## src/rtl/frame_scheduler_pkg.sv

```systemverilog
// frame_scheduler_pkg: shared state encoding and default timing constants
package frame_scheduler_pkg;
   typedef enum logic [2:0] {IDLE, WAIT_DATA, START, ACTIVE, LATCH, HOLDOFF} state_e;
   localparam int DEF_FIFO_ADDR_WIDTH   = 13;
   localparam int DEF_FRAME_WORDS       = 4096;
   localparam int DEF_LATCH_CYCLES      = 6000;
   localparam int DEF_MIN_PERIOD_CYCLES = 400000;
   localparam int DEF_TIMEOUT_CYCLES    = 2000000;
endpackage

```

## src/rtl/frame_scheduler_counter.sv

```systemverilog
// sched_counter: loadable down-counter that parks at zero and flags done
module sched_counter #(
   parameter int W = 8
) (
   input  logic         clk,
   input  logic         reset_n,
   input  logic         load_i,
   input  logic         count_i,
   input  logic [W-1:0] load_val_i,
   output logic         done_o
);
   logic [W-1:0] cnt_q;
   // load wins over counting; counting stops at zero so the value saturates
   always_ff @(posedge clk or negedge reset_n)
      if (!reset_n) cnt_q <= '0;
      else if (load_i) cnt_q <= load_val_i;
      else if (count_i && cnt_q != '0) cnt_q <= cnt_q - 1'b1;
   assign done_o = cnt_q == '0;
endmodule

```

## src/rtl/frame_scheduler.sv

```systemverilog
// frame_scheduler: LED frame launch/latch/rate-limit FSM; optional WAIT_DATA timeout via FRAME_SCHEDULER_TIMEOUT_EN
module frame_scheduler
   import frame_scheduler_pkg::*;
#(
   parameter int FIFO_ADDR_WIDTH   = DEF_FIFO_ADDR_WIDTH,
   parameter int FRAME_WORDS       = DEF_FRAME_WORDS,
   parameter int LATCH_CYCLES      = DEF_LATCH_CYCLES,
   parameter int MIN_PERIOD_CYCLES = DEF_MIN_PERIOD_CYCLES,
   parameter int TIMEOUT_CYCLES    = DEF_TIMEOUT_CYCLES
) (
   input  logic                     clk,
   input  logic                     reset_n,
   input  logic                     enable,
   input  logic [FIFO_ADDR_WIDTH:0] fifo_full_count,
   input  logic                     strings_active,
   input  logic                     fifo_underflow,
   input  logic                     clear_flags,
   output logic                     h_blank,
   output logic                     frame_start,
   output logic                     busy,
   output logic [15:0]              frame_count,
   output logic                     underrun_flag,
   output logic                     timeout_flag
);
   localparam logic [FIFO_ADDR_WIDTH:0] FW_THR = (FIFO_ADDR_WIDTH+1)'(FRAME_WORDS);
   localparam int LW = $clog2(LATCH_CYCLES + 1);
   localparam int PW = $clog2(MIN_PERIOD_CYCLES + 1);
   if (FRAME_WORDS < 1 || LATCH_CYCLES < 1 || MIN_PERIOD_CYCLES < LATCH_CYCLES + 2 || TIMEOUT_CYCLES < 1) begin : g_bad_params
      $error("frame_scheduler: invalid timing parameters");
   end
   state_e      state_q, state_d;
   logic        seen_q, seen_d;
   logic        h_blank_q, h_blank_d, frame_start_q, frame_start_d, busy_q, busy_d;
   logic [15:0] frame_count_q, frame_count_d;
   logic        underrun_q, underrun_d;
   logic        latch_done, period_done, wait_done;
   wire         data_ready = fifo_full_count >= FW_THR;
   // LATCH length: loaded on entry with LATCH_CYCLES-1 so the state lasts exactly LATCH_CYCLES cycles
   sched_counter #(.W(LW)) u_latch (
      .clk, .reset_n,
      .load_i     (state_q != LATCH && state_d == LATCH),
      .count_i    (state_q == LATCH),
      .load_val_i (LW'(LATCH_CYCLES - 1)),
      .done_o     (latch_done)
   );
   // frame period: reloaded at the end of START; the offset of 3 covers the START,
   // HOLDOFF->WAIT_DATA and WAIT_DATA->START cycles so launches are at least MIN_PERIOD_CYCLES apart
   sched_counter #(.W(PW)) u_period (
      .clk, .reset_n,
      .load_i     (state_q == START),
      .count_i    (1'b1),
      .load_val_i (PW'(MIN_PERIOD_CYCLES - 3)),
      .done_o     (period_done)
   );
   // next-state and registered-output decode
   always_comb begin
      state_d = state_q;
      seen_d  = seen_q;
      case (state_q)
         IDLE:      if (enable) state_d = WAIT_DATA;
         WAIT_DATA: if (!enable) state_d = IDLE;
                    else if (data_ready) state_d = START;
                    else if (wait_done) state_d = IDLE;
         START:     begin
                       state_d = ACTIVE;
                       seen_d  = 1'b0;
                    end
         ACTIVE:    if (seen_q && !strings_active) state_d = LATCH;
                    else if (strings_active) seen_d = 1'b1;
         LATCH:     if (latch_done) state_d = HOLDOFF;
         HOLDOFF:   if (period_done) state_d = enable ? WAIT_DATA : IDLE;
         default:   state_d = IDLE;
      endcase
      h_blank_d     = !(state_d == START || state_d == ACTIVE);
      busy_d        = state_d == START || state_d == ACTIVE;
      frame_start_d = state_d == START;
      frame_count_d = frame_count_q + ((state_q == LATCH && latch_done) ? 16'd1 : 16'd0);
      underrun_d    = (state_q == ACTIVE && fifo_underflow) || (underrun_q && !clear_flags);
   end
   // state and output registers
   always_ff @(posedge clk or negedge reset_n)
      if (!reset_n) begin
         state_q       <= IDLE;
         seen_q        <= 1'b0;
         h_blank_q     <= 1'b1;
         frame_start_q <= 1'b0;
         busy_q        <= 1'b0;
         frame_count_q <= '0;
         underrun_q    <= 1'b0;
      end else begin
         state_q       <= state_d;
         seen_q        <= seen_d;
         h_blank_q     <= h_blank_d;
         frame_start_q <= frame_start_d;
         busy_q        <= busy_d;
         frame_count_q <= frame_count_d;
         underrun_q    <= underrun_d;
      end
`ifdef FRAME_SCHEDULER_TIMEOUT_EN
   localparam int TW = $clog2(TIMEOUT_CYCLES + 1);
   logic timeout_q;
   // WAIT_DATA dwell limit, restarted on every entry into WAIT_DATA
   sched_counter #(.W(TW)) u_timeout (
      .clk, .reset_n,
      .load_i     (state_q != WAIT_DATA && state_d == WAIT_DATA),
      .count_i    (state_q == WAIT_DATA),
      .load_val_i (TW'(TIMEOUT_CYCLES - 1)),
      .done_o     (wait_done)
   );
   // sticky timeout flag; a timeout in the same cycle as a clear keeps it set
   always_ff @(posedge clk or negedge reset_n)
      if (!reset_n) timeout_q <= 1'b0;
      else timeout_q <= (state_q == WAIT_DATA && state_d == IDLE && enable) || (timeout_q && !clear_flags);
   assign timeout_flag = timeout_q;
`else
   assign wait_done    = 1'b0;
   assign timeout_flag = 1'b0;
`endif
   assign h_blank       = h_blank_q;
   assign frame_start   = frame_start_q;
   assign busy          = busy_q;
   assign frame_count   = frame_count_q;
   assign underrun_flag = underrun_q;
endmodule

```

## config.mk

```make
export PLATFORM = sky130hd
export DESIGN_NAME = frame_scheduler
export DESIGN_NICKNAME = d
export VERILOG_FILES = /design/src/rtl/frame_scheduler_pkg.sv /design/src/rtl/frame_scheduler_counter.sv /design/src/rtl/frame_scheduler.sv
export SDC_FILE = /design/constraint.sdc
export NUM_CORES = 1
export LEC_CHECK = 0
export BUFFER_PORTS_ARGS = -buffer_cell sky130_fd_sc_hd__buf_2
export CAP_MARGIN = 30
export CORE_MARGIN = 2
export CORE_UTILIZATION = 50
export DETAILED_ROUTE_END_ITERATION = 10
export GPL_TIMING_DRIVEN = 0
export PLACE_DENSITY = 0.68
export SYNTH_ARGS = -nofsm -noshare
export SYNTH_HDL_FRONTEND = slang
export SYNTH_SLANG_ARGS = --single-unit
```

## constraint.sdc

```tcl
create_clock -name clk -period 2.9 [get_ports clk]
set_input_delay 0.29 -clock clk [delete_from_list [all_inputs] [get_ports clk]]
set_output_delay 0.29 -clock clk [all_outputs]
set_load 0.02 [all_outputs]
```

==> impl_metrics.tcl, run 1 <==
set metrics [dict create \
    seqPwrFrac_pct 49.3 \
    setup_viol 0 \
    hold_path_end "underrun_flag$_DFF_PN0_" \
    antenna_found_initial 0 \
    yosys-top-cells-area "dfrtp_1 (49%), or4_1 (3.4%), mux2i_1 (3.2%), xnor2_1 (2.8%), o31ai_1 (2.4%)" \
    grt_pass1_vias 2067 \
    switchingPower_uw 749.2 \
    whs_path_depth 2 \
    overflow 0 \
    via_count 2273 \
    nets 339 \
    reg2reg_from "state_q[0]$_DFF_PN0_" \
    wl_per_cell_um 14.85 \
    synth_ff_type "dfrtp_1" \
    relSlewSlack_pct 35.90 \
    period_minus_slack_ns 2.627 \
    final_cells 387 \
    worst_ep_required_time_ns 3.10 \
    async_flop_share_pct 100.0 \
    gp_congestion 0.7895 \
    core_um2 5507 \
    numCtsBuffers 5 \
    grt_pass1_wl_um 9722 \
    yosys.area.top_type "dfrtp_1" \
    synth_edf_count 0 \
    regToRegEndpoint "frame_count[14]$_DFF_PN0_" \
    pwr_density_cell_nw_per_um2 678.8 \
    drtPass1Iterations 4 \
    grt_usage_pct 19.52 \
    vdd_drop_max_uv 441.8 \
    htreeDepth 2 \
    rsz0062_at_grt "no" \
    num_rows 27 \
    r2r_cells 10 \
    end_kind "flop" \
    via_per_inst 5.873 \
    drc_errors 0 \
    clock_latency_ns 0.31 \
    die-area_um2 6294 \
    critPathArrivalTime_ns 2.83 \
    port_buffers 27 \
    yosys_warnings 0 \
    cts_num_sinks 56 \
    p_comb_share_pct 26.5 \
    synth_commonest_cells "dfrtp_1 (55), nor2_1 (17), a21oi_1 (13), or4_1 (13), nand3_1 (12)" \
    place_hpwl_um 4037 \
    path_class "reg2reg" \
    worst_pin_slew_ns 0.9536 \
    dp_slack_ns -0.1695 \
    routed_wl_um 5748 \
    synth_nets 301 \
    fmax_mhz 380.7 \
    cts_max_path_buffers 2 \
    yosysTopAreaCellShare_pct 48.50 \
    placed_cells_incl_taps 378 \
    outcome "finished clean" \
    die_w_um 79.34 \
    fin_hold_ws_ns 0.1515 \
    synth.distinct_cells 46 \
    nFillCells 481 \
    setup_slack_ns 0.2735 \
    hp-class "in2reg" \
    io_pins 41 \
    finalCritPeriodShare_pct 90.57 \
    worstSetupStartpoint "state_q[0]$_DFF_PN0_" \
    r2r_slack_ns 0.27 \
    antenna_cells 0 \
    crit_fanout 9 \
    synth_seq_cells 56 \
    p_clk_share_pct 24.2 \
    synthCells 276 \
    cts_root_buf "clkbuf_8" \
    die_h_um 79.34 \
    hp-start "clear_flags" \
    intPower_uw 1468 \
    worst_clock_skew_ns 0.008501 \
    syn_to_final_growth_pct 15.12 \
    clkTransAtPathRegs_ns 0.10 \
    cts_tree "yes" \
    syn_avg_cell_area_um2 10.28 \
    leakage_uw 0.001351 \
    layout-drive-gt1-share_pct 20.32 \
    ys_seq_area_share_pct 49.43 \
    hold_viol 0 \
    yosysMostFrequentCell "dfrtp_1" \
    postCtsSetupRepairBufs 0 \
    grt_max_degree 41 \
    postRouteAntennaNets 0 \
    syn-cell-area_um2 2838 \
    drtIter0Drc 109 \
    cap_violations 0 \
    cp-start-kind "flop" \
    p_sw_share_pct 33.79 \
    drv_slew 0 \
    initial_core_util_pct 51.53 \
]
==> power groups by stage <==
stage / clock [uW] / sequential, uW / combinational, uW
global placement: 0 / 1090 / 564
detailed placement: 0 / 1090 / 592
global route: 585 / 1120 / 671
finish: 536 / 1090 / 589
CTS: 557 / 1080 / 594
floorplan: 0 / 1090 / 408
==> worst max-delay path by stage <==
| stage | slack [ns] | cells after the start | end |
|---|---|---|---|
| after floorplan | 0.47 | 9 | frame_count[15]$_DFF_PN0_ |
| after global placement | -0.11 | 9 | frame_count[15]$_DFF_PN0_ |
| after detailed placement | -0.17 | 9 | frame_count[15]$_DFF_PN0_ |
| after CTS | 0.02 | 11 | frame_count[12]$_DFF_PN0_ |
| after global routing | 0.02 | 11 | frame_count[12]$_DFF_PN0_ |
| final | 0.27 | 10 | frame_count[14]$_DFF_PN0_ |
==> worst max-delay path, stage by stage (launching register included) <==
cell and delay (ns):
dfrtp_1 0.37, clkbuf_1 0.21, nor3b_2 0.32, nand3_1 0.25, nor3_4 0.22, ha_2 0.25, ha_1 0.26, inv_1 0.07
nor4_2 0.33, nand2_1 0.11, xnor2_1 0.13
==> registers in the layout (all words and copies together) (netlist names) <==
signal / flops
frame_start: 1
h_blank: 1
state_q: 3
busy: 1
u_latch.cnt_q: 13
underrun_flag: 1
u_period.cnt_q: 19
frame_count: 16
seen_q: 1
==> area by class of cell <==
type	instances	area, um2	area share [%]
buffer	12	63.81	1.953
clock buffer	6	82.58	2.528
clock inverter	2	38.79	1.187
inverter	9	33.78	1.034
multi-input combinational	199	1380	42.24
sequential	56	1403	42.93
tap	72	90.09	2.758
timing repair buffer	31	175.2	5.362
==> routing by layer <==
layer | part of all wire (%) | global-route usage (%) | vias up
li1 | - | - | 1110
met3 | 5.3 | 4.205 | 6
met5 | 0 | 0 | -
met4 | 0.96 | 6.207 | 0
met1 | 48 | 27.95 | 1095
met2 | 46 | 29.66 | 62
==> timing repair <==
item                                    in CTS  in global routing
pin swaps                                    0                  0
hold buffers                                 1                  0
endpoints found under the hold margin       16                  0
endpoints found under the setup margin       5                  4
gates resized for setup                      3                  5
==> cell families (layout without fill, tap and decap cells) <==
| logic type | after synthesis | count (layout) | share of synthesized area, % |
|---|---|---|---|
| AO/OA/AOI/OAI | 56 | 56 | 13.45 |
| buffers and inverters | 21 | 60 | 3.439 |
| flip-flops | 56 | 56 | 49.43 |
| other | 1 | 1 | 0.1321 |
| adder cells (fa/ha/maj) | 5 | 5 | 2.205 |
| XOR/XNOR | 14 | 14 | 4.321 |
| multiplexers | 9 | 9 | 3.175 |
| AND/OR/NAND/NOR | 114 | 114 | 23.85 |
==> metrics by stage <==
| step | TNS (ns) | util, % | instance area (um2) | power (uW) |
|---|---|---|---|---|
| floorplan | 0 | - | 2838 | 1501 |
| detailed placement | -0.6226 | 56.17 | 3093 | 1686 |
| finish | 0 | 59.33 | 3267 | 2217 |
| global route | 0 | 59.33 | 3267 | 2376 |
| CTS | 0 | 58.85 | 3241 | 2235 |
| global placement | -0.3411 | 55.62 | 3063 | 1657 |
==> cells in the final DEF, fill, tap and decap left out, types with 5 or more instances in the layout <==
| cell type | netlist | layout |
|---|---|---|
| o31ai_1 | 9 | 9 |
| or3_1 | 8 | 8 |
| nand3_1 | 12 | 12 |
| xor2_1 | 5 | 5 |
| nor3_1 | 8 | 7 |
| mux2i_1 | 9 | 9 |
| clkbuf_8 | 0 | 6 |
| inv_1 | 9 | 9 |
| o21ai_0 | 10 | 10 |
| clkbuf_1 | 9 | 9 |
| dfrtp_1 | 55 | 55 |
| xnor2_1 | 9 | 9 |
| nor4_1 | 8 | 5 |
| nand2_1 | 11 | 11 |
| or4_1 | 13 | 13 |
| nor2_1 | 17 | 17 |
| buf_2 | 0 | 29 |
| a21oi_1 | 13 | 13 |
Power figures use the tool's default switching activity.
==> run 2, diff against run 1 <==
BUFFER_PORTS_ARGS = default   (was -buffer_cell sky130_fd_sc_hd__buf_2)
DONT_BUFFER_PORTS = 1   (was default)
PLACE_DENSITY = 0.62   (was 0.68)
clock period = 3.1 ns   (was 2.9 ns; I/O delays follow)
==> run 2 against run 1 <==
Net effect: utilization down 2.5 points; clock-buffer cell count down 1; total power down 5.0%; critical path depth up 1; via count down 6.1%; final cell count down 7.0%; worst hold slack worse by 0.059 ns; sequential power down 4%; highest routed layer unchanged.
==> impl_metrics.tcl, run 2 (synthesis gave the netlist of run 1 again) <==
set metrics [dict create \
    outcome "finished clean" \
    clkTransAtPathRegs_ns 0.10 \
    drtIter0Drc 106 \
    postCtsSetupRepairBufs 0 \
    via_per_inst 5.928 \
    layout-drive-gt1-share_pct 11.46 \
    setup_tns_ns 0 \
    setup_viol 0 \
    hold_viol 0 \
    syn_to_final_growth_pct 10.27 \
    nets 312 \
    io_pins 41 \
    overflow 0 \
    crit_path_cell_trace "inv_1 > ha_1 > nor3b_1 > nand3_1 > nor3_2 > ha_1 > ha_1 > inv_1 > nor4_1 > nand2_1 > xnor2_1" \
    grt_pass1_vias 2007 \
    grt_pass1_wl_um 9480 \
    top_register "u_period.cnt_q" \
    cts_tree "yes" \
    nFillCells 481 \
    leakage_uw 0.001212 \
    routed_wl_um 5467 \
    fmax_mhz 356.5 \
    drc_errors 0 \
    path_class "reg2reg" \
    clock_latency_ns 0.31 \
    initial_core_util_pct 51.53 \
    vdd_drop_max_uv 426.0 \
    drv_slew 0 \
    hp-class "in2reg" \
    path_buf_inv 2 \
    numCtsBuffers 5 \
    cts_num_sinks 56 \
    cpMostUsedCell "ha_1" \
    cp-start-kind "flop" \
    antenna_found_initial 0 \
    final_cells 360 \
    die-area_um2 6294 \
    drtPass1Iterations 4 \
    grt_usage_pct 18.90 \
    die_h_um 79.34 \
    via_count 2134 \
    rsz0062_at_grt "no" \
    cp_top_family "simple AND/OR/NAND/NOR gates" \
    relSlewSlack_pct 39.48 \
    cts_root_buf "clkbuf_8" \
    critPathArrivalTime_ns 3.00 \
    die_w_um 79.34 \
    grt_max_degree 57 \
    utilization_pct 56.83 \
    port_buffers 0 \
    worst_ep_required_time_ns 3.30 \
    antenna_cells 0 \
    htreeDepth 2 \
    final_area_um2 3129 \
    placed_cells_incl_taps 350 \
    cpPeakStageDelay_ns 0.43 \
    largest_reg_flops 19 \
    cap_violations 0 \
    place_hpwl_um 3684 \
    crit_slowest_cell "dfrtp_1" \
    postRouteAntennaNets 0 \
    num_rows 27 \
    final_common_cell "dfrtp_1" \
    gp_congestion 0.7718 \
    end_kind "flop" \
    mostFrequentLayoutCells "dfrtp_1 (55), nor2_1 (17), or4_1 (13), a21oi_1 (13), nand3_1 (12)" \
    pwr_density_cell_nw_per_um2 673.0 \
    wl_per_cell_um 15.19 \
    core_um2 5507 \
    crit_fanout 5 \
    period_minus_slack_ns 2.805 \
    worst_pin_slew_ns 0.9003 \
    cts_max_path_buffers 2 \
    finalCritPeriodShare_pct 90.50 \
    worst_clock_skew_ns 0.004229 \
    place_area_um2 2938 \
]
==> run 2: timing repair <==
action | in CTS | in global routing
hold buffers | 2 | 0
setup endpoints to repair | 0 | 5
resized for setup | 0 | 3
endpoints found under the hold margin | 56 | 0
==> run 2: metal layers <==
metal / wire length, um / track usage, % / share of wire [%]
met2: 2500 / 28.81 / 46
met3: 207 / 4.773 / 3.8
met5: 0 / 0 / 0
met4: 71 / 5.690 / 1.3
met1: 2687 / 26.58 / 49
==> run 2: where the power goes <==
group          internal [uW]  switching [uW]
Clock                    325             243
Combinational            216             271
Sequential               875             175
Total                   1420             689
==> run 2: final timing paths <==
check / startpoint / endpoint / slack [ns] / cells past startpoint
max: u_latch.cnt_q[0]$_DFFE_PN0P_ / frame_count[14]$_DFF_PN0_ / 0.29 / 11
min: clear_flags / underrun_flag$_DFF_PN0_ / 0.09 / 1
min in group asynchronous: reset_n / frame_count[12]$_DFF_PN0_ / 0.53 / 2
max reg2reg: u_latch.cnt_q[0]$_DFFE_PN0P_ / frame_count[14]$_DFF_PN0_ / 0.29 / 11
max in group asynchronous: reset_n / h_blank$_DFF_PN1_ / 2.28 / 2
min reg2reg: u_latch.cnt_q[7]$_DFFE_PN0P_ / u_latch.cnt_q[7]$_DFFE_PN0P_ / 0.50 / 1
==> run 2: stage by stage <==
stage               power [uW]  setup slack, ns  hold slack [ns]
floorplan                 1404           0.6669          0.01441
global placement          1518          0.02055          0.01560
detailed placement        1533          0.03088          0.01573
CTS                       2134         0.002307          0.08381
global route              2262          0.05671          0.07753
finish                    2106           0.2946          0.09212
==> run 2: area by class of cell <==
class	count	area [um2]	share of cell area [%]
clock inverter	3	68.82	2.199
inverter	9	33.78	1.080
clock buffer	5	68.82	2.199
timing repair buffer	4	47.55	1.519
multi-input combinational	199	1354	43.26
sequential	56	1403	44.82
tap	72	90.09	2.879
buffer	12	63.81	2.039
